**config.mk**
```make
export PLATFORM = sky130hd
export DESIGN_NAME = fetch_unit
export DESIGN_NICKNAME = d
export VERILOG_FILES = /design/src/rtl/fetch_unit.sv
export SDC_FILE = /design/constraint.sdc
export NUM_CORES = 1
export LEC_CHECK = 0
export CAP_MARGIN = 40
export CORE_AREA = 8 8 90 76
export CTS_CLUSTER_DIAMETER = 80
export DETAILED_ROUTE_END_ITERATION = 6
export DIE_AREA = 0 0 98 84
export GPL_ROUTABILITY_DRIVEN = 0
export PLACE_DENSITY = 0.77
export SLEW_MARGIN = 0
export SYNTH_ARGS = -nofsm -noshare
export SYNTH_HDL_FRONTEND = slang
export SYNTH_SLANG_ARGS = --single-unit
```
**constraint.sdc**
```tcl
create_clock -name clk -period 2.65 [get_ports clk]
set_clock_uncertainty 0.2 [all_clocks]
set_input_delay 0.53 -clock clk [delete_from_list [all_inputs] [get_ports clk]]
set_output_delay 0.53 -clock clk [all_outputs]
set_load 0.02 [all_outputs]
```
**src/rtl/fetch_unit.sv**
```systemverilog
// Instruction fetch unit: loads a program into an external synchronous memory,
// then fetches words one at a time with a valid/ready handoff to decode.
module fetch_unit #(
  parameter int unsigned INSTRUCTION_WIDTH = 20,
  parameter int unsigned MEMORY_SIZE       = 32,
  parameter logic [3:0]  HALT_OPCODE       = 4'hF,
  localparam int unsigned AW               = $clog2(MEMORY_SIZE)
) (
  input  logic                         clk,
  input  logic                         reset,
  input  logic                         load_start,
  input  logic                         load_valid,
  input  logic [INSTRUCTION_WIDTH-1:0] load_data,
  input  logic                         load_last,
  input  logic                         run_start,
  input  logic                         redirect_valid,
  input  logic [AW-1:0]                redirect_addr,
  input  logic                         instr_ready,
  input  logic [INSTRUCTION_WIDTH-1:0] mem_rdata,
  output logic [AW-1:0]                mem_addr,
  output logic [INSTRUCTION_WIDTH-1:0] mem_wdata,
  output logic                         mem_write_en,
  output logic                         instr_valid,
  output logic [INSTRUCTION_WIDTH-1:0] instr,
  output logic [AW-1:0]                instr_pc,
  output logic                         halted
);

  typedef enum logic [2:0] {
    S_IDLE,
    S_LOAD,
    S_REQ,
    S_RESP,
    S_HOLD,
    S_HALT
  } state_t;

  localparam logic [AW-1:0] LAST_ADDR = AW'(MEMORY_SIZE - 1);

  state_t                         state_q, state_d;
  logic [AW-1:0]                  pc_q, pc_d;
  logic [AW-1:0]                  load_cnt_q, load_cnt_d;
  logic [INSTRUCTION_WIDTH-1:0]   instr_q, instr_d;
  logic [AW-1:0]                  instr_pc_q, instr_pc_d;
  logic                           instr_valid_q, instr_valid_d;

  always_ff @(posedge clk or negedge reset) begin
    if (!reset) begin
      state_q       <= S_IDLE;
      pc_q          <= '0;
      load_cnt_q    <= '0;
      instr_q       <= '0;
      instr_pc_q    <= '0;
      instr_valid_q <= 1'b0;
    end else begin
      state_q       <= state_d;
      pc_q          <= pc_d;
      load_cnt_q    <= load_cnt_d;
      instr_q       <= instr_d;
      instr_pc_q    <= instr_pc_d;
      instr_valid_q <= instr_valid_d;
    end
  end

  always_comb begin
    state_d       = state_q;
    pc_d          = pc_q;
    load_cnt_d    = load_cnt_q;
    instr_d       = instr_q;
    instr_pc_d    = instr_pc_q;
    instr_valid_d = instr_valid_q;

    unique case (state_q)
      S_IDLE: begin
        if (load_start) begin
          state_d    = S_LOAD;
          load_cnt_d = '0;
        end else if (run_start) begin
          state_d = S_REQ;
          pc_d    = '0;
        end
      end
      S_LOAD: begin
        if (load_valid) begin
          load_cnt_d = (load_cnt_q == LAST_ADDR) ? '0 : load_cnt_q + 1'b1;
          if (load_last || load_cnt_q == LAST_ADDR) state_d = S_IDLE;
        end
      end
      S_REQ: state_d = S_RESP;
      S_RESP: begin
        instr_d       = mem_rdata;
        instr_pc_d    = pc_q;
        instr_valid_d = 1'b1;
        pc_d          = (pc_q == LAST_ADDR) ? '0 : pc_q + 1'b1;
        state_d       = S_HOLD;
      end
      S_HOLD: begin
        if (instr_ready) begin
          instr_valid_d = 1'b0;
          state_d = (instr_q[INSTRUCTION_WIDTH-1 -: 4] == HALT_OPCODE) ? S_HALT : S_REQ;
        end
      end
      S_HALT: begin
        if (run_start) begin
          state_d = S_REQ;
          pc_d    = '0;
        end
      end
      default: state_d = S_IDLE;
    endcase

    // A redirect discards any in-flight capture or handshake in the same cycle.
    if (redirect_valid && (state_q == S_REQ || state_q == S_RESP || state_q == S_HOLD)) begin
      state_d       = S_REQ;
      pc_d          = redirect_addr;
      instr_d       = instr_q;
      instr_pc_d    = instr_pc_q;
      instr_valid_d = 1'b0;
    end
  end

  assign mem_addr     = (state_q == S_LOAD) ? load_cnt_q : pc_q;
  assign mem_wdata    = load_data;
  assign mem_write_en = (state_q == S_LOAD) && load_valid;
  assign instr_valid  = instr_valid_q;
  assign instr        = instr_q;
  assign instr_pc     = instr_pc_q;
  assign halted       = (state_q == S_HALT);

endmodule
```
### After elaboration in Yosys (flattened, before gate mapping)

Cells that the tools add are included.

| storage, ports and cells | value |
|---|---|
| input bits | 53 |
| flip-flop bits (word level) | 39 |
| output and inout bits | 53 |
| logic and storage cells | 58 |

| cells by class | value |
|---|---|
| equal/unequal tests | 14 |
| bitwise logic cells | 1 |
| mux-type cells | 21 |
| reductions and logical operators | 14 |
| add/sub/neg operators | 2 |

Operator list:

| cell | count |
|---|---|
| $mux W5 | 8 |
| $mux W3 | 7 |
| $pmux W3 S6 | 1 |
| $pmux W5 S3 | 1 |
| $add A5 B1 Y5 const B | 2 |
| $eq A5 B5 Y1 const B | 2 |
| $pmux W5 S2 | 1 |
| $ne A3 B3 Y1 const B | 3 |
| $eq A3 B2 Y1 const B | 2 |
| $eq A3 B3 Y1 const B | 2 |
| $reduce_and A2 Y1 | 3 |
| $reduce_and A3 Y1 | 2 |
| $eq A4 B4 Y1 const B | 1 |
| $ne A2 B2 Y1 const B | 2 |
| $reduce_bool A4 Y1 | 1 |
| $eq A3 B1 Y1 const B | 1 |
| $logic_not A3 Y1 | 1 |
| $logic_or A1 B1 Y1 | 3 |
| $ne A3 B2 Y1 const B | 1 |
| $reduce_bool A3 Y1 | 1 |
| $logic_and A1 B1 Y1 | 2 |
| $mux W1 | 2 |
| $pmux W1 S2 | 1 |
| $reduce_bool A2 Y1 | 1 |
| $not A1 Y1 | 1 |

### Logic depth before layout (Yosys ltp)

Gate-level depths: netlist of run 1.

| depth | value |
|---|---|
| depth after elaboration | 6 |
| mapped depth | 9 |
| depth with buffers taken out | 7 |

### Worst setup path before layout of run 1

Ideal clock, no wire load.

| path | value |
|---|---|
| path type | reg2reg |
| start point | reg state_q[2] |
| end point | reg instr_q[10] (netlist: instr[10]) |
| required time | 2.325 ns |
| arrival | 1.789 ns |
| library setup time | 0.125 ns |
| clock period less this slack | 2.114 ns |
| cell stages (with the launch flop) | 9 |
| path buffers | 3 |
| setup slack | 0.536 ns |
| cell sequence | dfrtp_1 > clkbuf_1 > inv_1 > ha_1 > nand2_1 > and2_1 > clkbuf_1 > buf_2 > mux2_2 |

| on the way | value |
|---|---|
| word-level cells in the longest chain between the ends | 6 |
| elaborated cells on any way between the ends | 8 |
| those cells by class | eq/ne (3); bitwise (1); reduce/logical (4) |

Ends and longest elaborated chain:

| element | line | RTL |
|---|---|---|
| start, declared | 40 | `state_t state_q, state_d;` |
| start signal, assigned | 56 | `state_q <= state_d;` |
| $eq A3 B2 Y1, on equally long branches | 113, 73 |  |
| $logic_or A1 B1 Y1 (2 in a row) | 113 | `if (redirect_valid && (state_q == S_REQ \|\| state_q == S_RESP \|\| state_q == S_HOLD)) begin` |
| $logic_and A1 B1 Y1 | 113 |  |
| $not A1 Y1 (no source line) | -- |  |
| $reduce_and A2 Y1 (no source line) (*) | -- |  |
| end signal, assigned | 59 | `instr_q <= instr_d;` |
| end, declared | 43 | `logic [INSTRUCTION_WIDTH-1:0] instr_q, instr_d;` |

Every way passes the cells marked *; elsewhere a longest branch is shown, timed or not.
A chain may end at the register's enable or synchronous reset.

### Worst setup path after layout of run 1

| path | value |
|---|---|
| start point | reg state_q[1] |
| end point | out mem_addr[3] |

| on the way | value |
|---|---|
| word-level cells in the longest chain between the ends | 2 |

Ends and longest elaborated chain:

| element | line | RTL |
|---|---|---|
| $eq A3 B1 Y1 | 122 | `assign mem_addr = (state_q == S_LOAD) ? load_cnt_q : pc_q;` |
| $mux W5 | 122 |  |
| end, declared | 20 | `output logic [AW-1:0] mem_addr,` |

No other way between the ends.

==> impl_summary.log, run 1 <==
INFO  metric cts.reportedPaths.clkPinSlew = 0.08 ns
INFO  metric status = finished, final reports clean
INFO  metric drt-wirelength-per-cell = 15.5 µm
INFO  metric cell_with_the_largest_stage_delay_on_the_worst_path = sky130_fd_sc_hd__clkdlybuf4s50_1
INFO  metric critical_path_class = register to output port
INFO  metric place.detailed.hpwl = 3670 µm
INFO  metric p_per_area = 1140 nW/µm²
INFO  metric die_h = 84 µm
INFO  metric start_util = 38.7%
INFO  metric via_count_of_the_first_global_routing_pass = 1658
INFO  metric path_delay_family = simple AND/OR/NAND/NOR gates
INFO  metric ctsRootBufferMaster = sky130_fd_sc_hd__clkbuf_8
INFO  metric synth_area_per_cell = 10.6 µm²
INFO  metric vdd.ir_drop.worst = 0.000532 V
INFO  metric ys.warnings.count = 0
INFO  metric fmaxAchievable = 0.391 GHz
INFO  metric worst-endpoint-arrival = 1.83 ns
INFO  metric area_growth = 35.6%
INFO  metric ioPinCount = 106
INFO  metric setup_viol = 0
INFO  metric report.final.hold_viol_count = 0
INFO  metric synth_enable_flop_cells = 0
INFO  metric critical_path.endpoint_type = output port
INFO  metric antenna_left = 0
INFO  metric worst_skew_pair.late_latency = 0.29 ns
INFO  metric critical_path.startpoint_type = register
INFO  metric first_pass_drt_iterations = 4
INFO  metric synthesis.area = 2060 µm²
INFO  metric die_x = 98 µm
INFO  metric series_of_cell_instances_along_the_critical_path = or3b_4 > nand2_1 > nand2_1 > clkdlybuf4s50_1
INFO  metric die_area = 8230 µm²
INFO  metric path_max_fanout = 8
INFO  metric cts_num_sinks = 39
INFO  metric relSlewSlack = 74.0%
INFO  metric grt_overflow = 0
INFO  metric std_cell_rows = 24
INFO  metric synth.yosys.seq_area_share = 47.5%
INFO  metric synthCells = 194
INFO  metric layout-drive-gt1-share = 17.5%
INFO  metric period_share = 96.6%
INFO  metric via_per_instance_ratio = 5.12
INFO  metric first_iter_violations = 94
INFO  metric critPathMaxStageDelay = 0.53 ns
INFO  metric postSynth.asyncResetShare = 100%
INFO  metric port-buffer-count = 65
INFO  metric setup_ws = 0.0892 ns
INFO  metric cp_num_buf_inv = 1
INFO  metric synth_cell_type_count = 38
INFO  metric grt.total_usage = 11.7%
INFO  metric layout.nets = 303
INFO  metric place_ws = 0.171 ns
INFO  metric antenna_found_initial = 0
INFO  metric largest_net_degree_at_the_start_of_global_routing = 28
INFO  metric critPathMostFrequentCell = sky130_fd_sc_hd__nand2_1
INFO  metric required_time_at_the_endpoint_of_the_critical_path = 1.92 ns
INFO  metric drv.max_cap_violation_count = 0
INFO  metric synth-seq-cells = 39
INFO  metric cts.path.max_buffers = 2
INFO  metric grt_pass1_wl = 7980 µm
INFO  metric tns = 0 ns
INFO  metric drt_drc_violations_left = 0
INFO  metric leakagePower = 1.19 nW
INFO  metric antenna-diode-count = 0
INFO  metric cts-htree-levels = 2
INFO  metric tritoncts = yes
INFO  metric rsz0062_at_grt = no
INFO  metric maxSlewViolCount = 0
INFO  metric placed_cells_incl_taps = 302
INFO  metric wirelength = 4830 µm
INFO  metric worstHoldPathType = register to register
INFO  metric num_vias = 1593
INFO  metric synth_fp_nets = 252
INFO  metric ys.flop_type = sky130_fd_sc_hd__dfrtp_1
INFO  metric cts_bufs_inserted = 5
INFO  metric min_period = 2.56 ns
INFO  metric max_slew.worst_pin.slew = 0.384 ns
INFO  metric layoutNonFillerInstCount = 311
INFO  metric placeableCoreArea = 5320 µm²
==> metal layers <==
layer	routed length, µm	share of wire [%]	track usage [%]	vias to the layer above
met2	2300	48	19.5	53
met4	31	0.64	2.97	0
li1	-	-	-	769
met5	0	0	0	-
met1	2110	44	13.4	764
met3	397	8.2	5.17	7
==> flip-flops by register name, summed over array words and instances, names as in the netlist <==
signal       count
state_q          3
pc_q             5
instr_pc         5
instr           20
instr_valid      1
load_cnt_q       5
==> final cells by class <==
class	count	area (µm²)
Clock buffer	7	96.3
Clock inverter	1	7.51
Fill cell	468	2530
Inverter	3	11.3
Multi-Input combinational cell	123	882
Sequential cell	39	976
Tap cell	65	81.3
Timing Repair Buffer	73	733
==> path summary, 6_finish.rpt <==
path | start | endpoint | slack (ns) | cells after the start
worst min register to register | instr_pc[2] | instr_pc[2] | 0.31 | 1
worst min-delay path | instr_pc[2] | instr_pc[2] | 0.31 | 1
min in group asynchronous | reset | instr[9] | 0.46 | 2
max in group asynchronous | reset | instr[19] | 1.34 | 3
worst max register to register | load_cnt_q[0] | load_cnt_q[3] | 0.59 | 5
worst max-delay path | state_q[1] | mem_addr[3] | 0.09 | 4
==> timing repair <==
| action | in CTS | in global routing |
|---|---|---|
| buffers inserted | 0 | 0 |
| gates resized for setup | 1 | 0 |
| hold buffers | 1 | 0 |
| endpoints found under the hold margin | 12 | 0 |
| endpoints found under the setup margin | 4 | 0 |
==> worst reg2reg max path, stage by stage, from the launching register on <==
cell                      delay [ns]
sky130_fd_sc_hd__dfrtp_1        0.43
sky130_fd_sc_hd__ha_1           0.24
sky130_fd_sc_hd__and3_1         0.19
sky130_fd_sc_hd__ha_1           0.23
sky130_fd_sc_hd__or3_1          0.43
sky130_fd_sc_hd__o31ai_1        0.25
==> synth_stat cells (2+ instances only) <==
cell	instances	area, µm²
sky130_fd_sc_hd__inv_1	3	11.3
sky130_fd_sc_hd__o31ai_1	2	15.0
sky130_fd_sc_hd__mux2_2	25	282
sky130_fd_sc_hd__nor3_1	9	45.0
sky130_fd_sc_hd__nor2_1	2	7.51
sky130_fd_sc_hd__nand2_1	26	97.6
sky130_fd_sc_hd__ha_1	5	62.6
sky130_fd_sc_hd__o311ai_0	2	17.5
sky130_fd_sc_hd__buf_2	3	15.0
sky130_fd_sc_hd__and3_1	3	18.8
sky130_fd_sc_hd__a21oi_1	4	20.0
sky130_fd_sc_hd__a211oi_1	2	15.0
sky130_fd_sc_hd__and2_1	3	18.8
sky130_fd_sc_hd__nand2b_1	5	31.3
sky130_fd_sc_hd__nor3b_1	2	15.0
sky130_fd_sc_hd__or3_1	2	12.5
sky130_fd_sc_hd__clkbuf_1	5	18.8
sky130_fd_sc_hd__a221o_1	3	30.0
sky130_fd_sc_hd__dfrtp_1	39	976
sky130_fd_sc_hd__o21ai_0	8	40.0
sky130_fd_sc_hd__nand3_1	5	25.0
sky130_fd_sc_hd__buf_4	20	150
==> placed cells by master, fill, tap and decap left out, types with 2 or more instances in the layout <==
cell type                         Yosys  routed
sky130_fd_sc_hd__a211oi_1             2       2
sky130_fd_sc_hd__a21oi_1              4       4
sky130_fd_sc_hd__a221o_1              3       3
sky130_fd_sc_hd__and2_1               3       3
sky130_fd_sc_hd__and3_1               3       3
sky130_fd_sc_hd__buf_12               0       2
sky130_fd_sc_hd__buf_4               20       5
sky130_fd_sc_hd__clkbuf_8             0       7
sky130_fd_sc_hd__clkdlybuf4s50_1      0      64
sky130_fd_sc_hd__dfrtp_1             39      39
sky130_fd_sc_hd__ha_1                 5       5
sky130_fd_sc_hd__inv_1                3       3
sky130_fd_sc_hd__mux2_2              25      25
sky130_fd_sc_hd__nand2_1             26      26
sky130_fd_sc_hd__nand2b_1             5       5
sky130_fd_sc_hd__nand3_1              5       5
sky130_fd_sc_hd__nor2_1               2       2
sky130_fd_sc_hd__nor3_1               9       9
sky130_fd_sc_hd__nor3b_1              2       2
sky130_fd_sc_hd__o21ai_0              8       8
sky130_fd_sc_hd__o311ai_0             2       2
sky130_fd_sc_hd__o31ai_1              2       2
sky130_fd_sc_hd__or3_1                2       2
==> stage by stage <==
stage	hold slack, ns	total power, mW	utilization (%)	cell area (µm²)
2_1_floorplan	0.0344	2.03	-	2060
3_3_place_gp	0.289	2.70	49.9	2650
3_5_place_dp	0.242	2.74	50.3	2670
4_1_cts	0.313	3.21	52.4	2790
5_1_grt	0.331	3.38	52.4	2790
6_report	0.309	3.17	52.4	2790
==> logic make-up (layout without fill, tap and decap cells) <==
logic type / Yosys count / in the layout / share of synthesized area (%)
flops: 39 / 39 / 47.5
compound gates: 25 / 25 / 8.28
simple gates: 66 / 66 / 16.9
buf+inv: 32 / 84 / 9.74
xor+xnor: 1 / 1 / 0.426
mux: 26 / 26 / 14.2
fa+ha+maj: 5 / 5 / 3.04
==> power breakdown <==
group          internal (mW)  switching (mW)
sequential             0.852           0.182
clock                  0.237           0.208
combinational          0.882           0.809
total                   1.97            1.20
Note: power is estimated with default switching activity, not from simulation.
==> run 2: changes to the inputs <==
--- a/config.mk
+++ b/config.mk
@@ -6,12 +6,12 @@
 export NUM_CORES = 1
 export LEC_CHECK = 0
 export CAP_MARGIN = 40
-export CORE_AREA = 8 8 90 76
+export CORE_AREA = 2 2 88 73
 export CTS_CLUSTER_DIAMETER = 80
 export DETAILED_ROUTE_END_ITERATION = 6
-export DIE_AREA = 0 0 98 84
-export GPL_ROUTABILITY_DRIVEN = 0
-export PLACE_DENSITY = 0.77
+export DIE_AREA = 0 0 90 75
+export GPL_ROUTABILITY_DRIVEN = 1
+export PLACE_DENSITY = 0.74
 export SLEW_MARGIN = 0
 export SYNTH_ARGS = -nofsm -noshare
 export SYNTH_HDL_FRONTEND = slang
==> constraint.sdc (replaced) <==
create_clock -name clk -period 2.3 [get_ports clk]
set_clock_uncertainty 0.2 [all_clocks]
set_input_delay 0.46 -clock clk [delete_from_list [all_inputs] [get_ports clk]]
set_output_delay 0.46 -clock clk [all_outputs]
set_load 0.02 [all_outputs]
==> run 2 against run 1 <==
Net effect: first-iteration DRC count shrank 20%; critical path depth stayed put; wire length fell by 8.9%; hold slack got worse by 0.30 ns; register-to-register slack got worse by 0.30 ns; power is 12% higher; die area fell by 18%; final cell count increased by 6.4%; clock-buffer cell count stayed put; global-route usage rose by 1.8 points.
==> impl_summary.log, run 2 (synthesis gave the netlist of run 1 again) <==
INFO  metric status = finished, final reports clean
INFO  metric drt-wirelength-per-cell = 13.3 µm (-14%)
INFO  metric first_pass_drt_iterations = 4 (unchanged)
INFO  metric antenna_found_initial = 0 (unchanged)
INFO  metric grt.total_usage = 13.5% (+1.8 points)
INFO  metric drv.max_cap_violation_count = 0 (unchanged)
INFO  metric place.detailed.hpwl = 3290 µm (-10%)
INFO  metric footprint_of_the_multi_input_gates = 882 µm² (unchanged)
INFO  metric via_per_instance_ratio = 4.85 (-5.3%)
INFO  metric critical_path.startpoint_type = register
INFO  metric period_share = 94.7%
INFO  metric drt_drc_violations_left = 0 (unchanged)
INFO  metric required_time_at_the_endpoint_of_the_critical_path = 1.64 ns (-0.28 ns)
INFO  metric grt_pass1_wl = 7280 µm (-8.8%)
INFO  metric grt_overflow = 0 (unchanged)
INFO  metric maxSlewViolCount = 0 (unchanged)
INFO  metric die_x = 90 µm (-8.2%)
INFO  metric worstHoldPathType = input port to async pin
INFO  metric critical_path_class = register to output port
INFO  metric flip_flop_count_of_the_largest_register_after_layout = 20 (unchanged)
INFO  metric vdd.ir_drop.worst = 0.000615 V (+16%)
INFO  metric max_slew.worst_pin.slew = 0.496 ns (+0.111 ns)
INFO  metric leakagePower = 1.21 nW (+1.7%)
INFO  metric ctsRootBufferMaster = sky130_fd_sc_hd__clkbuf_8
INFO  metric die_area = 6750 µm² (-18%)
INFO  metric layout-drive-gt1-share = 20.4% (+2.9 points)
INFO  metric wirelength = 4400 µm (-8.9%)
INFO  metric total_power = 3.55 mW (+12%)
INFO  metric min_period = 2.18 ns
INFO  metric start_util = 35.3% (-3.3 points)
INFO  metric placed_cells_incl_taps = 323 (+7.0%)
INFO  metric first_iter_violations = 75 (-20%)
INFO  metric die_h = 75 µm (-11%)
INFO  metric setup_viol = 0 (unchanged)
INFO  metric cts_setup_buffers = 0 (unchanged)
INFO  metric fmaxAchievable = 0.459 GHz
INFO  metric storage_element_area = 976 µm² (unchanged)
INFO  metric worst_skew_pair.late_latency = 0.28 ns (about the same)
INFO  metric layout.nets = 307 (+1.3%)
INFO  metric ioPinCount = 106 (unchanged)
INFO  metric via_count_of_the_first_global_routing_pass = 1538 (-7.2%)
INFO  metric tns = 0 ns (unchanged)
INFO  metric antenna-diode-count = 0 (unchanged)
INFO  metric area_growth = 34.9%
INFO  metric tritoncts = yes
INFO  metric place.gp.congestion = 0.816
INFO  metric worst-endpoint-arrival = 1.52 ns (-0.31 ns)
INFO  metric cts_num_sinks = 39 (unchanged)
INFO  metric largest_net_degree_at_the_start_of_global_routing = 40 (+43%)
INFO  metric layout.cells.most_common = sky130_fd_sc_hd__clkdlybuf4s50_1
INFO  metric setup_ws = 0.122 ns (+0.0333 ns)
INFO  metric path_max_fanout = 9 (+1)
INFO  metric layoutNonFillerInstCount = 331 (+6.4%)
INFO  metric relSlewSlack = 67.0% (-7.0 points)
INFO  metric num_vias = 1606 (+0.82%)
INFO  metric port-buffer-count = 65 (unchanged)
INFO  metric critical_path.endpoint_type = output port
INFO  metric std_cell_rows = 25 (+4.2%)
INFO  metric cts-htree-levels = 2 (unchanged)
INFO  metric n_fill_cell = 573 (+22%)
INFO  metric antenna_left = 0 (unchanged)
INFO  metric mostFrequentLayoutCells = sky130_fd_sc_hd__clkdlybuf4s50_1, sky130_fd_sc_hd__dfrtp_1, sky130_fd_sc_hd__nand2_1
INFO  metric placeableCoreArea = 5820 µm² (+9.5%)
INFO  metric cts.path.max_buffers = 2 (unchanged)
INFO  metric cts_bufs_inserted = 5 (unchanged)
INFO  metric rsz0062_at_grt = no
INFO  metric p_per_area = 1280 nW/µm² (+13%)
INFO  metric report.final.hold_viol_count = 0 (unchanged)
INFO  metric place_ws = -0.00848 ns (-0.179 ns)
INFO  metric cts.reportedPaths.clkPinSlew = 0.07 ns (about the same)
-- run 2: worst max-delay path: stages (launching register included) --
cell and delay [ns]:
sky130_fd_sc_hd__dfrtp_1 0.42, sky130_fd_sc_hd__nor3b_2 0.19, sky130_fd_sc_hd__buf_4 0.18, sky130_fd_sc_hd__and2_1 0.12, sky130_fd_sc_hd__dlygate4sd2_1 0.33
-- run 2: power breakdown --
group	internal [mW]	total [mW]	switching [mW]
clock	0.213	0.433	0.221
sequential	0.981	1.19	0.212
combinational	0.995	1.92	0.925
total	2.19	3.55	1.36
-- run 2: final timing paths --
| kind | start | slack, ns | end | depth (start not counted) |
|---|---|---|---|---|
| worst min register to register | instr_pc[4] | 0.31 | instr_pc[4] | 1 |
| worst max-delay path | state_q[1] | 0.12 | mem_write_en | 4 |
| worst max register to register | load_cnt_q[0] | 0.29 | load_cnt_q[3] | 5 |
| worst min-delay path | reset | 0.01 | state_q[1] | 2 |
| min in group clk | instr_pc[4] | 0.31 | instr_pc[4] | 1 |
| max in group asynchronous | reset | 1.53 | instr[18] | 2 |
-- run 2: per-layer routing --
metal | global-route usage, % | share of wire [%] | vias up | routed length (µm)
li1 | - | - | 777 | -
met1 | 18.8 | 48 | 760 | 2100
met2 | 20.6 | 44 | 67 | 1940
met3 | 4.40 | 7.7 | 2 | 339
met4 | 3.59 | 0.48 | 0 | 21
met5 | 0 | 0 | - | 0
-- run 2: repair_timing --
| item | in CTS | in global routing |
|---|---|---|
| setup endpoints to repair | 7 | 5 |
| hold buffers | 0 | 0 |
| gates resized for setup | 8 | 10 |
| pin swaps | 0 | 1 |
-- run 2: layout make-up --
cell class	count	area share (%)
clock buffer	7	2.75
clock inverter	1	0.181
inverter	3	0.406
multi-input combinational	123	31.8
sequential	39	35.2
tap	81	3.66
timing repair buffer	77	26.0
-- run 2: through the flow --
stage / hold WS, ns / instance area (µm²) / util, %
after floorplan: -0.0356 / 2060 / -
after global placement: 0.289 / 2720 / 46.7
after detailed placement: 0.293 / 2720 / 46.7
after CTS: 0.0386 / 2790 / 48.0
after global routing: 0.0572 / 2770 / 47.7
final: 0.0110 / 2770 / 47.7
